--- config.mk ---
export PLATFORM = sky130hd
export DESIGN_NAME = muldiv_unit
export DESIGN_NICKNAME = d
export VERILOG_FILES = /design/src/rtl/muldiv_pkg.sv /design/src/rtl/muldiv_unit.sv
export SDC_FILE = /design/constraint.sdc
export NUM_CORES = 1
export LEC_CHECK = 0
export CAP_MARGIN = 20
export CORE_MARGIN = 5
export CORE_UTILIZATION = 59
export CTS_CLUSTER_DIAMETER = 100
export DETAILED_ROUTE_END_ITERATION = 7
export PLACE_DENSITY = 0.82
export SLEW_MARGIN = 10
export SYNTH_ARGS = -nofsm -noshare
export SYNTH_HDL_FRONTEND = slang
export SYNTH_SLANG_ARGS = --single-unit
--- constraint.sdc ---
create_clock -name clk -period 5.9 [get_ports clk]
set_input_delay 1.18 -clock clk [delete_from_list [all_inputs] [get_ports clk]]
set_output_delay 1.18 -clock clk [all_outputs]
set_load 0.02 [all_outputs]
--- src/rtl/muldiv_pkg.sv ---
// Shared encodings for the iterative multiply/divide unit.
// The MDOp_* codes sit next to the ALUOp_* codes used by the execute stage.
package muldiv_pkg;

   localparam logic [1:0] MDOp_MULT  = 2'b00;
   localparam logic [1:0] MDOp_MULTU = 2'b01;
   localparam logic [1:0] MDOp_DIV   = 2'b10;
   localparam logic [1:0] MDOp_DIVU  = 2'b11;

   // Bit 0 clear selects the signed flavour of both multiply and divide.
   function automatic logic md_is_signed(input logic [1:0] op);
      return ~op[0];
   endfunction

   function automatic logic md_is_div(input logic [1:0] op);
      return op[1];
   endfunction

endpackage

--- src/rtl/muldiv_unit.sv ---
// Iterative radix-2 multiply/divide unit with HI/LO result registers.
// One result bit per cycle through a single shared adder/subtractor; signs fixed up at the end.
module muldiv_unit
   import muldiv_pkg::*;
#(
   parameter int unsigned WIDTH = 32
) (
   input  logic             clk,
   input  logic             rst,
   input  logic             start,
   input  logic [1:0]       op,
   input  logic [WIDTH-1:0] A,
   input  logic [WIDTH-1:0] B,
   input  logic             hi_we,
   input  logic             lo_we,
   output logic             busy,
   output logic             done,
   output logic [WIDTH-1:0] hi,
   output logic [WIDTH-1:0] lo
);

   localparam int unsigned CntW = $clog2(WIDTH);

   typedef enum logic [1:0] {StIdle, StCalc, StFix} state_e;

   state_e            state_q, state_d;
   logic [CntW-1:0]   cnt_q, cnt_d;
   logic [WIDTH-1:0]  acc_q, acc_d;
   logic [WIDTH-1:0]  sh_q, sh_d;
   logic [WIDTH-1:0]  opnd_q, opnd_d;
   logic [1:0]        op_q, op_d;
   logic              neg_q, neg_d;
   logic              sgn_a_q, sgn_a_d;
   logic              div0_q, div0_d;
   logic [WIDTH-1:0]  hi_q, hi_d;
   logic [WIDTH-1:0]  lo_q, lo_d;
   logic              busy_q, busy_d;
   logic              done_q, done_d;

   logic [WIDTH:0]    add_x, add_y;
   logic              add_ci;
   logic [WIDTH+1:0]  add_res;
   logic              a_neg, b_neg;
   logic [WIDTH-1:0]  a_mag, b_mag;
   logic [2*WIDTH-1:0] prod;
   logic [WIDTH-1:0]  quo, rem;

   // Shared adder: shift-add for multiply, trial subtraction for restoring divide.
   always_comb begin
      if (md_is_div(op_q)) begin
         add_x  = {acc_q, sh_q[WIDTH-1]};
         add_y  = ~{1'b0, opnd_q};
         add_ci = 1'b1;
      end else begin
         add_x  = {1'b0, acc_q};
         add_y  = sh_q[0] ? {1'b0, opnd_q} : '0;
         add_ci = 1'b0;
      end
      add_res = {1'b0, add_x} + {1'b0, add_y} + {{(WIDTH+1){1'b0}}, add_ci};
   end

   always_comb begin
      a_neg = md_is_signed(op) & A[WIDTH-1];
      b_neg = md_is_signed(op) & B[WIDTH-1];
      a_mag = a_neg ? -A : A;
      b_mag = b_neg ? -B : B;
   end

   always_comb begin
      state_d = state_q;
      cnt_d   = cnt_q;
      acc_d   = acc_q;
      sh_d    = sh_q;
      opnd_d  = opnd_q;
      op_d    = op_q;
      neg_d   = neg_q;
      sgn_a_d = sgn_a_q;
      div0_d  = div0_q;
      hi_d    = hi_q;
      lo_d    = lo_q;
      done_d  = 1'b0;
      prod    = {acc_q, sh_q};
      quo     = sh_q;
      rem     = acc_q;

      unique case (state_q)
         StIdle: begin
            if (start) begin
               op_d    = op;
               neg_d   = a_neg ^ b_neg;
               sgn_a_d = a_neg;
               div0_d  = (B == '0);
               acc_d   = '0;
               cnt_d   = CntW'(WIDTH - 1);
               sh_d    = md_is_div(op) ? a_mag : b_mag;
               opnd_d  = md_is_div(op) ? b_mag : a_mag;
               state_d = StCalc;
            end else begin
               if (hi_we) hi_d = A;
               if (lo_we) lo_d = A;
            end
         end
         StCalc: begin
            if (md_is_div(op_q)) begin
               // Carry out of the trial subtraction means the divisor fits.
               acc_d = add_res[WIDTH+1] ? add_res[WIDTH-1:0] : add_x[WIDTH-1:0];
               sh_d  = {sh_q[WIDTH-2:0], add_res[WIDTH+1]};
            end else begin
               acc_d = add_res[WIDTH:1];
               sh_d  = {add_res[0], sh_q[WIDTH-1:1]};
            end
            cnt_d = cnt_q - CntW'(1);
            if (cnt_q == '0) state_d = StFix;
         end
         StFix: begin
            if (md_is_div(op_q)) begin
               // Divide by zero keeps the all-ones quotient; restoring the dividend
               // sign on the remainder gives back A exactly.
               if (md_is_signed(op_q) && neg_q && !div0_q) quo = -sh_q;
               if (md_is_signed(op_q) && sgn_a_q) rem = -acc_q;
               lo_d = quo;
               hi_d = rem;
            end else begin
               if (md_is_signed(op_q) && neg_q) prod = -{acc_q, sh_q};
               hi_d = prod[2*WIDTH-1:WIDTH];
               lo_d = prod[WIDTH-1:0];
            end
            done_d  = 1'b1;
            state_d = StIdle;
         end
         default: state_d = StIdle;
      endcase

      busy_d = (state_d != StIdle);
   end

   always_ff @(posedge clk or negedge rst) begin
      if (!rst) begin
         state_q <= StIdle;
         cnt_q   <= '0;
         acc_q   <= '0;
         sh_q    <= '0;
         opnd_q  <= '0;
         op_q    <= '0;
         neg_q   <= 1'b0;
         sgn_a_q <= 1'b0;
         div0_q  <= 1'b0;
         hi_q    <= '0;
         lo_q    <= '0;
         busy_q  <= 1'b0;
         done_q  <= 1'b0;
      end else begin
         state_q <= state_d;
         cnt_q   <= cnt_d;
         acc_q   <= acc_d;
         sh_q    <= sh_d;
         opnd_q  <= opnd_d;
         op_q    <= op_d;
         neg_q   <= neg_d;
         sgn_a_q <= sgn_a_d;
         div0_q  <= div0_d;
         hi_q    <= hi_d;
         lo_q    <= lo_d;
         busy_q  <= busy_d;
         done_q  <= done_d;
      end
   end

   assign busy = busy_q;
   assign done = done_q;
   assign hi   = hi_q;
   assign lo   = lo_q;

endmodule
### After elaboration in Yosys (flattened, before gate mapping)

Cells that the tools add are included.

| word-level totals | value |
|---|---|
| register bits | 174 |
| input port bits | 71 |
| output and inout port bits | 66 |

| operators by class | value |
|---|---|
| add/sub/neg operators | 8 |
| eq/ne operators | 6 |
| mux-type cells | 32 |
| bitwise logic cells | 6 |
| reduce and logical (&&, ||, !) cells | 14 |

Operator list:

| operator | count |
|---|---|
| 32-bit 2-to-1 mux | 18 |
| 32-bit case mux with 2 select lines | 4 |
| 32-bit negation | 4 |
| 33-bit 2-to-1 mux | 2 |
| 64-bit 2-to-1 mux | 1 |
| 64-bit negation | 1 |
| 33-bit by 33-bit adder with 34-bit output | 1 |
| 34-bit by 1-bit adder with 34-bit output | 1 |
| 32-bit NOT with 33-bit output | 1 |
| 32-bit logical NOT | 1 |
| 5-bit case mux with 2 select lines | 1 |
| 2-bit inequality test, second input constant | 4 |
| 3-bit AND reduction | 2 |
| 2-bit nonzero test | 3 |
| 5-bit logical NOT | 1 |
| 5-bit 2-to-1 mux | 1 |
| 5-bit by 1-bit subtractor with 5-bit output, second input constant | 1 |
| 2-bit 2-to-1 mux | 2 |
| 2-bit case mux with 2 select lines | 1 |
| 2-bit AND reduction | 2 |
| 1-bit logical AND | 3 |
| 1-bit AND | 2 |
| 2-bit by 1-bit equality test with 1-bit output, second input constant | 1 |
| 2-bit equality test, second input constant | 1 |
| 5 further kinds | 7 |

### Longest topological paths before layout

Gate-level depths: netlist of the first run.

| logic depth | value |
|---|---|
| depth after elaboration | 7 |
| mapped depth | 18 |

### Worst setup path before layout of the first run

No wires, ideal clock.

| timing | value |
|---|---|
| path kind | register -> register |
| start point | register op_q[1] |
| end point | register acc_q[27] |
| arrival | 4,365 ps |
| setup slack | 1,410 ps |
| stages on the path, launching flop included | 16 |
| buffers on the path | 3 |
| cells stage by stage | dfrtp_1 > buf_1 > buf_1 > clkbuf_1 > o21ai_0 > fa_1 > fa_1 > a21o_1 > a311o_1 > a21o_1 > a2111oi_0 > or3_1 > a31oi_1 > or3_1 > a21oi_1 > o31ai_1 |

| between the ends | value |
|---|---|
| word-level cells in the longest chain between the ends | 6 |
| elaborated cells between the ends (all ways) | 8 |
| classes of those cells | add/sub: 2; mux: 6 |

Ends and longest elaborated chain:

| item | RTL line | source |
|---|---|---|
| start, declared | muldiv_unit.sv:31 | `logic [1:0] op_q, op_d;` |
| start signal, assigned | muldiv_unit.sv:158 | `op_q <= op_d;` |
| 33-bit 2-to-1 mux | muldiv_unit.sv:50 | `if (md_is_div(op_q)) begin` |
| 33-bit by 33-bit adder with 34-bit output | muldiv_unit.sv:59 | `add_res = {1'b0, add_x} + {1'b0, add_y} + {{(WIDTH+1){1'b0}}, add_ci};` |
| 34-bit by 1-bit adder with 34-bit output | muldiv_unit.sv:59 |  |
| 32-bit 2-to-1 mux | muldiv_unit.sv:106 | `acc_d = add_res[WIDTH+1] ? add_res[WIDTH-1:0] : add_x[WIDTH-1:0];` |
| 32-bit 2-to-1 mux * | muldiv_unit.sv:104 | `if (md_is_div(op_q)) begin` |
| 32-bit case mux with 2 select lines * | muldiv_unit.sv:86 | `unique case (state_q)` |
| end signal, assigned | muldiv_unit.sv:141 | `acc_q <= '0;` |
| end signal, assigned | muldiv_unit.sv:155 | `acc_q <= acc_d;` |
| end, declared | muldiv_unit.sv:28 | `logic [WIDTH-1:0] acc_q, acc_d;` |

Mark *: on every way between the ends. The rest lies on a longest branch, timed or not.
A chain may end at the register's enable or synchronous reset.

### Worst setup path in the final report of the first run

| timing | value |
|---|---|
| start point | register op_q[1] |
| end point | register acc_q[16] |

Same word-level chain as after synthesis.

==> flow_metrics.env, run 1 <==
export IMPL_crit_required_ns=6.22
export IMPL_final_cell_area_mm2=0.0157
export IMPL_synth_cell_types=74
export IMPL_leakagePower_nw=6.35
export IMPL_hold_path_startpoint="lo[15]"
export IMPL_period_share_pct=88.9
export IMPL_switching_share_pct=51.5
export IMPL_drive_gt1_share_pct=6.81
export IMPL_ant_nets=0
export IMPL_postSynth_asyncResetShare_pct=100
export IMPL_drt_iter0_markers=1821
export IMPL_final_common_cell="nand2_1"
export IMPL_power_switching_w=0.00563
export IMPL_synth_edf_count=0
export IMPL_clock_latency_ns=0.45
export IMPL_fill_cells=1839
export IMPL_rr_worst_depth=13
export IMPL_synthCells=1731
export IMPL_syn_num_nets=1841
export IMPL_grt_overflow_total=0
export IMPL_synthTopCellsByArea="dfrtp_1, o21ai_0, nand2_1"
export IMPL_ctsHtreeMaxLevel=4
export IMPL_p_total_w=0.0109
export IMPL_drv_slew=0
export IMPL_synth_top_area_cell="dfrtp_1"
export IMPL_cts_buffers=17
export IMPL_vdd_ir_drop_max_uv=413
export IMPL_die_h_um=162
export IMPL_hold_depth=2
export IMPL_grt_max_degree=105
export IMPL_grt_pass1_wl_um=70100
export IMPL_cts_sinks=174
export IMPL_reg2reg_to="acc_q[16]"
export IMPL_synthToLayoutAreaGrowth_pct=14.6
export IMPL_drt_pre_antenna_iters=6
export IMPL_dieWidth_um=162
export IMPL_dpl_hpwl_um=35000
export IMPL_slew_headroom_pct=30.1
export IMPL_crit_type="reg2reg"
export IMPL_min_path_type="reg2reg"
export IMPL_end_kind="flip-flop"
export IMPL_clk_pin_slew_ns=0.08
export IMPL_crit_path_start_kind="flip-flop"
export IMPL_ys_flop_type="dfrtp_1"
export IMPL_worst_clock_skew_ns=0.0286
export IMPL_r2r_setup_slack_ns=0.65
export IMPL_tightest_slew_ns=1.05
export IMPL_whs_endpoint="lo[15]"
export IMPL_track_usage_pct=34.1
export IMPL_io_pins=137
export IMPL_coreArea_mm2=0.0227
export IMPL_crit_start="op_q[1]"
export IMPL_post_cts_resize_count=0
export IMPL_gp_congestion=0.960
export IMPL_syn_area_per_cell_um2=7.90
export IMPL_initial_utilization_pct=60.2
export IMPL_fin_nets=1888
export IMPL_p_int_w=0.00530
export IMPL_place_area_mm2=0.0151
export IMPL_clk_path_buf_depth=2
export IMPL_hold_viol=0
export IMPL_hold_buffers=0
export IMPL_run_status="complete, no violations"
export IMPL_finalCriticalPeriod_ns=5.25
export IMPL_p_clk_share_pct=10.8
export IMPL_drt_wirelength_per_cell_um=22.2
export IMPL_post_cts_setup_buffer_count=0
export IMPL_vias=13614
export IMPL_cap_violations=0
export IMPL_worst_path_max_fanout=58
export IMPL_yosysSeqAreaShare_pct=31.8
export IMPL_final_cell_mix="nand2_1, o21ai_0, nor2_1, dfrtp_1, a21oi_1"
export IMPL_hold_ws_ns=0.482
export IMPL_cts_root_buf="clkbuf_16"
export IMPL_powerDensity_mw_per_mm2=698
export IMPL_first_global_vias=12219
export IMPL_antenna_cells=0
export IMPL_p_comb_share_pct=65.0
export IMPL_wl_um=46100
export IMPL_drc=0
export IMPL_synthesis_area_mm2=0.0137
export IMPL_ys_warn_count=0
export IMPL_yosys_area_top_type_share_pct=31.8
export IMPL_fmax_mhz=191
export IMPL_setup_tns_ns=0
export IMPL_cts_tree="done"
export IMPL_rsz0062_at_grt="no"
export IMPL_ys_ff_latch=174
export IMPL_seqPwrFrac_pct=24.3
export IMPL_worstReg2RegStart="op_q[1]"
export IMPL_dieArea_mm2=0.0263
export IMPL_grt_antenna_before_repair=0
export IMPL_crit_arrival_ns=5.56
export IMPL_vias_per_cell=6.56
export IMPL_port_buffers=136
export IMPL_setup_violations_final=0
export IMPL_rows=55
state kept, by name, summed over array words and instances (netlist names):
| register | cells |
|---|---|
| div0_q | 1 |
| sgn_a_q | 1 |
| neg_q | 1 |
| state_q | 2 |
| done | 1 |
| cnt_q | 5 |
| op_q | 2 |
| acc_q | 32 |
| opnd_q | 32 |
| sh_q | 32 |
| hi | 32 |
| busy | 1 |
| lo | 32 |
routing by layer:
metal | routed length (um) | vias to the layer above | global-route usage (%) | share of wire (%)
met5 | 0 | - | 0 | 0
met4 | 1560 | 0 | 11.4 | 3.4
met3 | 5510 | 88 | 8.27 | 12
met2 | 19200 | 862 | 48.7 | 42
met1 | 19800 | 6340 | 50.6 | 43
li1 | - | 6324 | - | -
critical path, cell delays in order, from the launching register on:
cell and delay, ns:
dfrtp_4 0.81, buf_4 0.73, mux2_2 0.43, ha_1 0.38
nand2_1 0.10, nor3_1 0.04, a211oi_1 0.35, and2_1 0.25
o21ai_1 0.17, a211oi_1 0.56, o21a_1 0.40, buf_4 0.33
o221ai_1 0.17, o21ai_0 0.34
layout make-up:
type | instances | area [um2] | share of cell area (%)
Clock buffer | 18 | 439 | 2.80
Multi-Input combinational cell | 1399 | 8740 | 55.8
Inverter | 32 | 120 | 0.766
Timing Repair Buffer | 154 | 1500 | 9.57
Tap cell | 285 | 357 | 2.27
Clock inverter | 14 | 163 | 1.04
Sequential cell | 174 | 4360 | 27.8
power groups by stage:
stage / Sequential [W] / Clock (W) / Combinational [W]
final: 0.00266 / 0.00118 / 0.00710
after global routing: 0.00273 / 0.00122 / 0.00771
after CTS: 0.00261 / 0.00118 / 0.00691
after detailed placement: 0.00263 / 0 / 0.00686
after global placement: 0.00260 / 0 / 0.00671
after floorplan: 0.00249 / 0 / 0.00481
synth_stat cells (8+ instances only):
cell type,instances
a21o_1,20
or4_1,8
mux2i_1,39
dfrtp_1,174
nor2b_1,15
a211oi_1,44
xor2_1,64
buf_1,14
and3_1,8
nor3_1,34
o22ai_1,19
nand2_1,215
o31ai_1,30
o21ai_0,182
clkbuf_1,104
a22oi_1,11
nand3_1,21
nor2_1,174
a31oi_1,17
inv_1,30
nor4_1,9
xnor2_1,81
nand2b_1,12
mux2_2,39
a21oi_1,155
or3_1,17
o211ai_1,10
o41ai_1,9
ha_1,37
and2_1,14
o221ai_1,26
stage by stage:
step	setup WS [ns]	instances	utilization, %
after floorplan	1.41	1731	-
after global placement	1.14	2043	66.3
after detailed placement	0.937	2043	66.3
after CTS	0.845	2075	69.0
after global routing	0.430	2076	69.0
final	0.653	2076	69.0
how the worst max path moves through the flow:
| stage | endpoint | slack [ns] | cells past startpoint |
|---|---|---|---|
| final | acc_q[16] | 0.65 | 13 |
| after global placement | acc_q[27] | 1.14 | 14 |
| after global routing | acc_q[16] | 0.43 | 13 |
| after detailed placement | acc_q[16] | 0.94 | 13 |
| after CTS | acc_q[16] | 0.85 | 13 |
| after floorplan | acc_q[27] | 1.41 | 15 |
kinds of logic after synthesis:
family | Yosys count | synth area share [%]
AND/OR/NAND/NOR | 564 | 19.0
adder cells (fa/ha/maj) | 39 | 3.68
buffers and inverters | 158 | 4.47
flip-flops | 174 | 31.8
AO/OA/AOI/OAI | 573 | 25.7
multiplexers | 78 | 6.07
XOR/XNOR | 145 | 9.29
(Power assumes the default switching activity.)
==> inputs of run 2 (changes only) <==
PLACE_DENSITY = 0.88   (was 0.82)
clock period = 5.5 ns   (was 5.9 ns; I/O delays follow)
==> run 2 against run 1 <==
Effect of this change:
- worst hold slack barely moved
- wire length rose by 0.78%
- die area did not move
- cell count rose by 0.14%
- clock skew fell by 0.015 ns
- total power rose by 6.5%
- clock power rose by 6%
- non-clock buffer count rose by 3
- register-to-register slack got worse by 0.12 ns
- critical path depth rose by 3
- highest routed layer unchanged
==> flow_metrics.env, run 2 (synthesized netlist as in run 1, its figures left out) <==
export IMPL_hold_path_startpoint="lo[15]"
export IMPL_rsz0062_at_grt="no"
export IMPL_finalCriticalPeriod_ns=4.97
export IMPL_drive_gt1_share_pct=6.97
export IMPL_fin_nets=1891
export IMPL_crit_arrival_ns=5.30
export IMPL_power_switching_w=0.00597
export IMPL_p_clk_share_pct=10.7
export IMPL_final_common_cell="nand2_1"
export IMPL_crit_path_start_kind="flip-flop"
export IMPL_crit_start="op_q[1]"
export IMPL_synthToLayoutAreaGrowth_pct=14.8
export IMPL_drt_pre_antenna_iters=6
export IMPL_worst_path_max_fanout=43
export IMPL_setup_slack_ns=0.532
export IMPL_post_place_ws_ns=0.754
export IMPL_min_path_type="reg2reg"
export IMPL_vias=13635
export IMPL_period_share_pct=90.3
export IMPL_grt_antenna_before_repair=0
export IMPL_crit_required_ns=5.83
export IMPL_run_status="complete, no violations"
export IMPL_coreArea_mm2=0.0227
export IMPL_first_global_vias=12489
export IMPL_gp_congestion=0.958
export IMPL_clk_path_buf_depth=2
export IMPL_port_buffers=136
export IMPL_cts_root_buf="clkbuf_16"
export IMPL_die_h_um=162
export IMPL_worst_clock_skew_ns=0.0133
export IMPL_hold_buffers=0
export IMPL_clk_pin_slew_ns=0.08
export IMPL_dpl_hpwl_um=35200
export IMPL_cts_sinks=174
export IMPL_rr_worst_depth=16
export IMPL_r2r_setup_slack_ns=0.53
export IMPL_grt_max_degree=106
export IMPL_hold_viol=0
export IMPL_slew_headroom_pct=27.7
export IMPL_dieArea_mm2=0.0263
export IMPL_seqPwrFrac_pct=24.3
export IMPL_whs_endpoint="lo[15]"
export IMPL_io_pins=137
export IMPL_post_cts_resize_count=0
export IMPL_rows=55
export IMPL_clock_latency_ns=0.44
export IMPL_p_int_w=0.00568
export IMPL_drv_slew=0
export IMPL_worstReg2RegStart="op_q[1]"
export IMPL_cts_tree="done"
export IMPL_initial_utilization_pct=60.2
export IMPL_switching_share_pct=51.3
export IMPL_place_area_mm2=0.0151
export IMPL_final_cell_area_mm2=0.0157
export IMPL_post_cts_setup_buffer_count=0
export IMPL_leakagePower_nw=6.38
export IMPL_ant_nets=0
export IMPL_vias_per_cell=6.56
export IMPL_drc=0
export IMPL_fmax_mhz=201
export IMPL_grt_overflow_total=0
export IMPL_track_usage_pct=34.7
export IMPL_grt_pass1_wl_um=71500
export IMPL_powerDensity_mw_per_mm2=742
export IMPL_final_cell_mix="nand2_1, o21ai_0, nor2_1, dfrtp_1, a21oi_1"
export IMPL_wl_um=46400
export IMPL_drt_iter0_markers=1791
export IMPL_drt_wirelength_per_cell_um=22.3
export IMPL_ctsHtreeMaxLevel=4
export IMPL_cap_violations=0
export IMPL_p_comb_share_pct=64.9
export IMPL_antenna_cells=0
export IMPL_crit_type="reg2reg"
export IMPL_end_kind="flip-flop"
export IMPL_tightest_slew_ns=1.08
export IMPL_cts_buffers=17
export IMPL_setup_tns_ns=0
export IMPL_setup_violations_final=0
export IMPL_dieWidth_um=162
export IMPL_vdd_ir_drop_max_uv=360
export IMPL_reg2reg_to="acc_q[19]"
export IMPL_hold_depth=2
==> run 2: changes by cell type in the layout (fill, tap and decap cells not counted), moves of 2 or more <==
cell      previous run  this run
clkinv_4             3         1
buf_12               0         2
buf_4               17        19
inv_6                3         5
clkinv_2             0         2
==> run 2: how the worst max path moves through the flow <==
stage / end / slack [ns] / depth (start not counted)
global route: acc_q[19] / 0.22 / 13
detailed placement: acc_q[28] / 0.75 / 16
global placement: acc_q[27] / 0.85 / 16
CTS: acc_q[19] / 0.67 / 16
floorplan: acc_q[27] / 1.01 / 15
finish: acc_q[19] / 0.53 / 16
==> run 2: stage by stage <==
| stage | std cells | power (W) | hold slack (ns) | utilization, % |
|---|---|---|---|---|
| after CTS | 2078 | 0.0114 | 0.487 | 69.1 |
| after global placement | 2046 | 0.00991 | 0.461 | 66.5 |
| final | 2079 | 0.0117 | 0.482 | 69.2 |
| after detailed placement | 2046 | 0.0101 | 0.469 | 66.5 |
| after global routing | 2079 | 0.0125 | 0.508 | 69.2 |
| after floorplan | 1731 | 0.00783 | 0.445 | - |
==> run 2: layer usage <==
layer / share of wire (%) / wire length (um) / vias up / global-route usage (%)
li1: - / - / 6311 / -
met4: 4.1 / 1900 / 0 / 14.1
met1: 41 / 19200 / 6324 / 50.1
met2: 42 / 19700 / 903 / 50.5
met3: 12 / 5710 / 97 / 7.43
met5: 0 / 0 / - / 0
==> run 2: worst max-delay path, stage by stage (launching register included) <==
cell and delay, ns:
dfrtp_4 0.47, buf_4 0.29, nor2_2 0.13, buf_4 0.30
nand2_1 0.09, o21ai_0 0.08, ha_1 0.31, a21oi_1 0.25
nand2_1 0.08, a211oi_1 0.39, and2_1 0.25, o21ai_1 0.16
a211oi_1 0.59, o21a_1 0.68, buf_4 0.32, o221ai_1 0.13
o21ai_0 0.31
==> run 2: cell type report <==
type / count / area [um2]
Clock buffer: 17 / 425
Tap cell: 285 / 357
Sequential cell: 174 / 4360
Fill cell: 1801 / 7000
Clock inverter: 15 / 165
Multi-Input combinational cell: 1399 / 8740
Inverter: 32 / 120
Timing Repair Buffer: 157 / 1540
==> run 2: power by group through the flow <==
| stage | combinational, W | sequential [W] | clock (W) |
|---|---|---|---|
| floorplan | 0.00516 | 0.00267 | 0 |
| global placement | 0.00715 | 0.00276 | 0 |
| detailed placement | 0.00733 | 0.00280 | 0 |
| CTS | 0.00739 | 0.00278 | 0.00125 |
| global route | 0.00825 | 0.00290 | 0.00131 |
| finish | 0.00757 | 0.00284 | 0.00125 |
==> inputs of run 3 (changes only) <==
CORE_UTILIZATION = 60   (was 59)
CTS_BUF_LIST = sky130_fd_sc_hd__clkbuf_8   (was default)
PLACE_DENSITY = 0.89   (was 0.88)
==> run 3 against run 2 <==
Effect of this change:
- combinational power decreased by 2%
- global-route usage is 0.24 points higher
- sequential power up 1%
- worst hold slack is essentially flat
- via count is 0.48% higher
- worst setup slack gained 0.24 ns
- die area fell by 1.6%
- utilization shrank 0.54 points
- largest power group unchanged
==> flow_metrics.env, run 3 (synthesized netlist as in run 1, its figures left out) <==
export IMPL_run_status="complete, no violations"
export IMPL_rows=55
export IMPL_grtUsageMet3_pct=10.4
export IMPL_powerDensity_mw_per_mm2=721
export IMPL_fin_nets=1891
export IMPL_ctsHtreeMaxLevel=4
export IMPL_cts_sinks=174
export IMPL_slew_headroom_pct=28.7
export IMPL_post_place_ws_ns=0.839
export IMPL_synthToLayoutAreaGrowth_pct=13.3
export IMPL_gp_congestion=1.01
export IMPL_grt_max_degree=106
export IMPL_multi_input_area_mm2=0.00874
export IMPL_setup_slack_ns=0.772
export IMPL_hold_depth=1
export IMPL_die_h_um=161
export IMPL_cts_tree="done"
export IMPL_fin_cells=2079
export IMPL_met1_usage_pct=49.2
export IMPL_rsz0062_at_grt="no"
export IMPL_antenna_cells=0
export IMPL_initial_utilization_pct=60.6
export IMPL_drt_iter0_markers=1755
export IMPL_hold_buffers=0
export IMPL_hold_viol=0
export IMPL_drt_pre_antenna_iters=7
export IMPL_reg2reg_to="acc_q[31]"
export IMPL_coreArea_mm2=0.0226
export IMPL_clk_path_buf_depth=2
export IMPL_leakagePower_nw=6.27
export IMPL_crit_type="reg2reg"
export IMPL_crit_required_ns=5.87
export IMPL_grt_busiest_layer="met2"
export IMPL_crit_path_start_kind="flip-flop"
export IMPL_cap_violations=0
export IMPL_setup_violations_final=0
export IMPL_final_common_cell="nand2_1"
export IMPL_ant_nets=0
export IMPL_grt_overflow_total=0
export IMPL_port_buffers=136
export IMPL_max_stage_delay_ns=0.77
export IMPL_vias_per_cell=6.59
export IMPL_rr_worst_depth=13
export IMPL_crit_arrival_ns=5.10
export IMPL_vias=13701
export IMPL_clock_latency_ns=0.49
export IMPL_drt_wirelength_per_cell_um=22.2
export IMPL_final_cell_mix="nand2_1, o21ai_0, nor2_1, dfrtp_1, a21oi_1"
export IMPL_post_cts_resize_count=0
export IMPL_first_global_vias=12445
export IMPL_clk_pin_slew_ns=0.09
export IMPL_dpl_hpwl_um=35200
export IMPL_hold_path_startpoint="cnt_q[4]"
export IMPL_worst_clock_skew_ns=0.0194
export IMPL_drive_gt1_share_pct=6.97
export IMPL_tightest_slew_ns=1.07
export IMPL_io_pins=137
export IMPL_worst_path_max_fanout=52
export IMPL_cts_buffers=17
export IMPL_dieWidth_um=161
export IMPL_fmax_mhz=212
export IMPL_dieArea_mm2=0.0259
export IMPL_period_share_pct=86.0
export IMPL_r2r_setup_slack_ns=0.77
export IMPL_setup_tns_ns=0
export IMPL_cts_root_buf="clkbuf_8"
export IMPL_grt_pass1_wl_um=71500
export IMPL_whs_endpoint="state_q[1]"
export IMPL_worstReg2RegStart="op_q[1]"
export IMPL_vdd_ir_drop_max_uv=421
export IMPL_ff_latch_area_mm2=0.00436
export IMPL_end_kind="flip-flop"
export IMPL_cp_slowest_cell="dfrtp_4"
export IMPL_dpl_cell_count=2044
export IMPL_post_cts_setup_buffer_count=0
export IMPL_path_cells="buf_4 > mux2_2 > ha_1 > nand2_1 > nor3_1 > a211oi_1 > and2_1 > o21ai_1 > a211oi_1 > o21a_1 > buf_4 > o31ai_1 > a32o_1"
export IMPL_grt_antenna_before_repair=0
export IMPL_track_usage_pct=34.9
export IMPL_fill_cells=1855
export IMPL_drc=0
export IMPL_finalCriticalPeriod_ns=4.73
export IMPL_min_path_type="reg2reg"
export IMPL_wl_um=46100
export IMPL_drv_slew=0
export IMPL_grt_met2_usage_pct=49.8
run 3: cell types whose count changed in the layout (fill, tap and decap cells not counted), sizes merged:
| cell | before | now |
|---|---|---|
| bufinv | 1 | 0 |
| clkbuf | 17 | 19 |
| clkinv | 4 | 6 |
| clkinvlp | 0 | 4 |
| inv | 42 | 35 |
run 3: per-stage QoR:
| stage | util (%) | total power (W) | hold WS [ns] | cell area, um2 |
|---|---|---|---|---|
| 2_1_floorplan | - | 0.00783 | 0.445 | 13700 |
| 3_3_place_gp | 66.8 | 0.00989 | 0.460 | 15100 |
| 3_5_place_dp | 66.8 | 0.0101 | 0.468 | 15100 |
| 4_1_cts | 68.4 | 0.0110 | 0.480 | 15400 |
| 5_1_grt | 68.6 | 0.0120 | 0.511 | 15500 |
| 6_report | 68.6 | 0.0112 | 0.482 | 15500 |
run 3: routing by layer:
layer  vias up  wire [um]
met3       133       5790
met1      6324      18900
li1       6312          -
met5         -         63
met4         2       2350
met2       930      19000
run 3: worst max-delay path: cells and delay by family, from the launching register on:
family                   cells  cell delay, ns
AND/OR/NAND/NOR              3            0.41
multiplexers                 1            0.40
AO/OA/AOI/OAI                6            1.74
flip-flops                   1            0.77
buffers and inverters        2            0.88
adder cells (fa/ha/maj)      1            0.37
run 3: how the worst max path moves through the flow:
| stage | from | slack [ns] | end | cells after the start |
|---|---|---|---|---|
| 6_report | op_q[1] | 0.77 | acc_q[31] | 13 |
| 5_1_grt | op_q[1] | 0.47 | acc_q[27] | 15 |
| 4_1_cts | op_q[1] | 0.81 | acc_q[27] | 15 |
| 3_5_place_dp | op_q[1] | 0.84 | acc_q[27] | 15 |
| 3_3_place_gp | op_q[1] | 0.94 | acc_q[27] | 15 |
| 2_1_floorplan | op_q[1] | 1.01 | acc_q[27] | 15 |
run 3: layout make-up:
cell class	count	share of cell area [%]
Multi-Input combinational cell	1399	56.4
Timing Repair Buffer	157	9.97
Inverter	32	0.776
Sequential cell	174	28.1
Tap cell	285	2.30
Clock inverter	13	0.703
Clock buffer	19	1.69
run 3: report_power, final:
group / total (W) / switching, W / internal (W) / leakage, nW
Sequential: 0.00288 / 0.000936 / 0.00195 / 2.06
Clock: 0.000877 / 0.000531 / 0.000346 / 0.180
Combinational: 0.00741 / 0.00433 / 0.00308 / 4.02
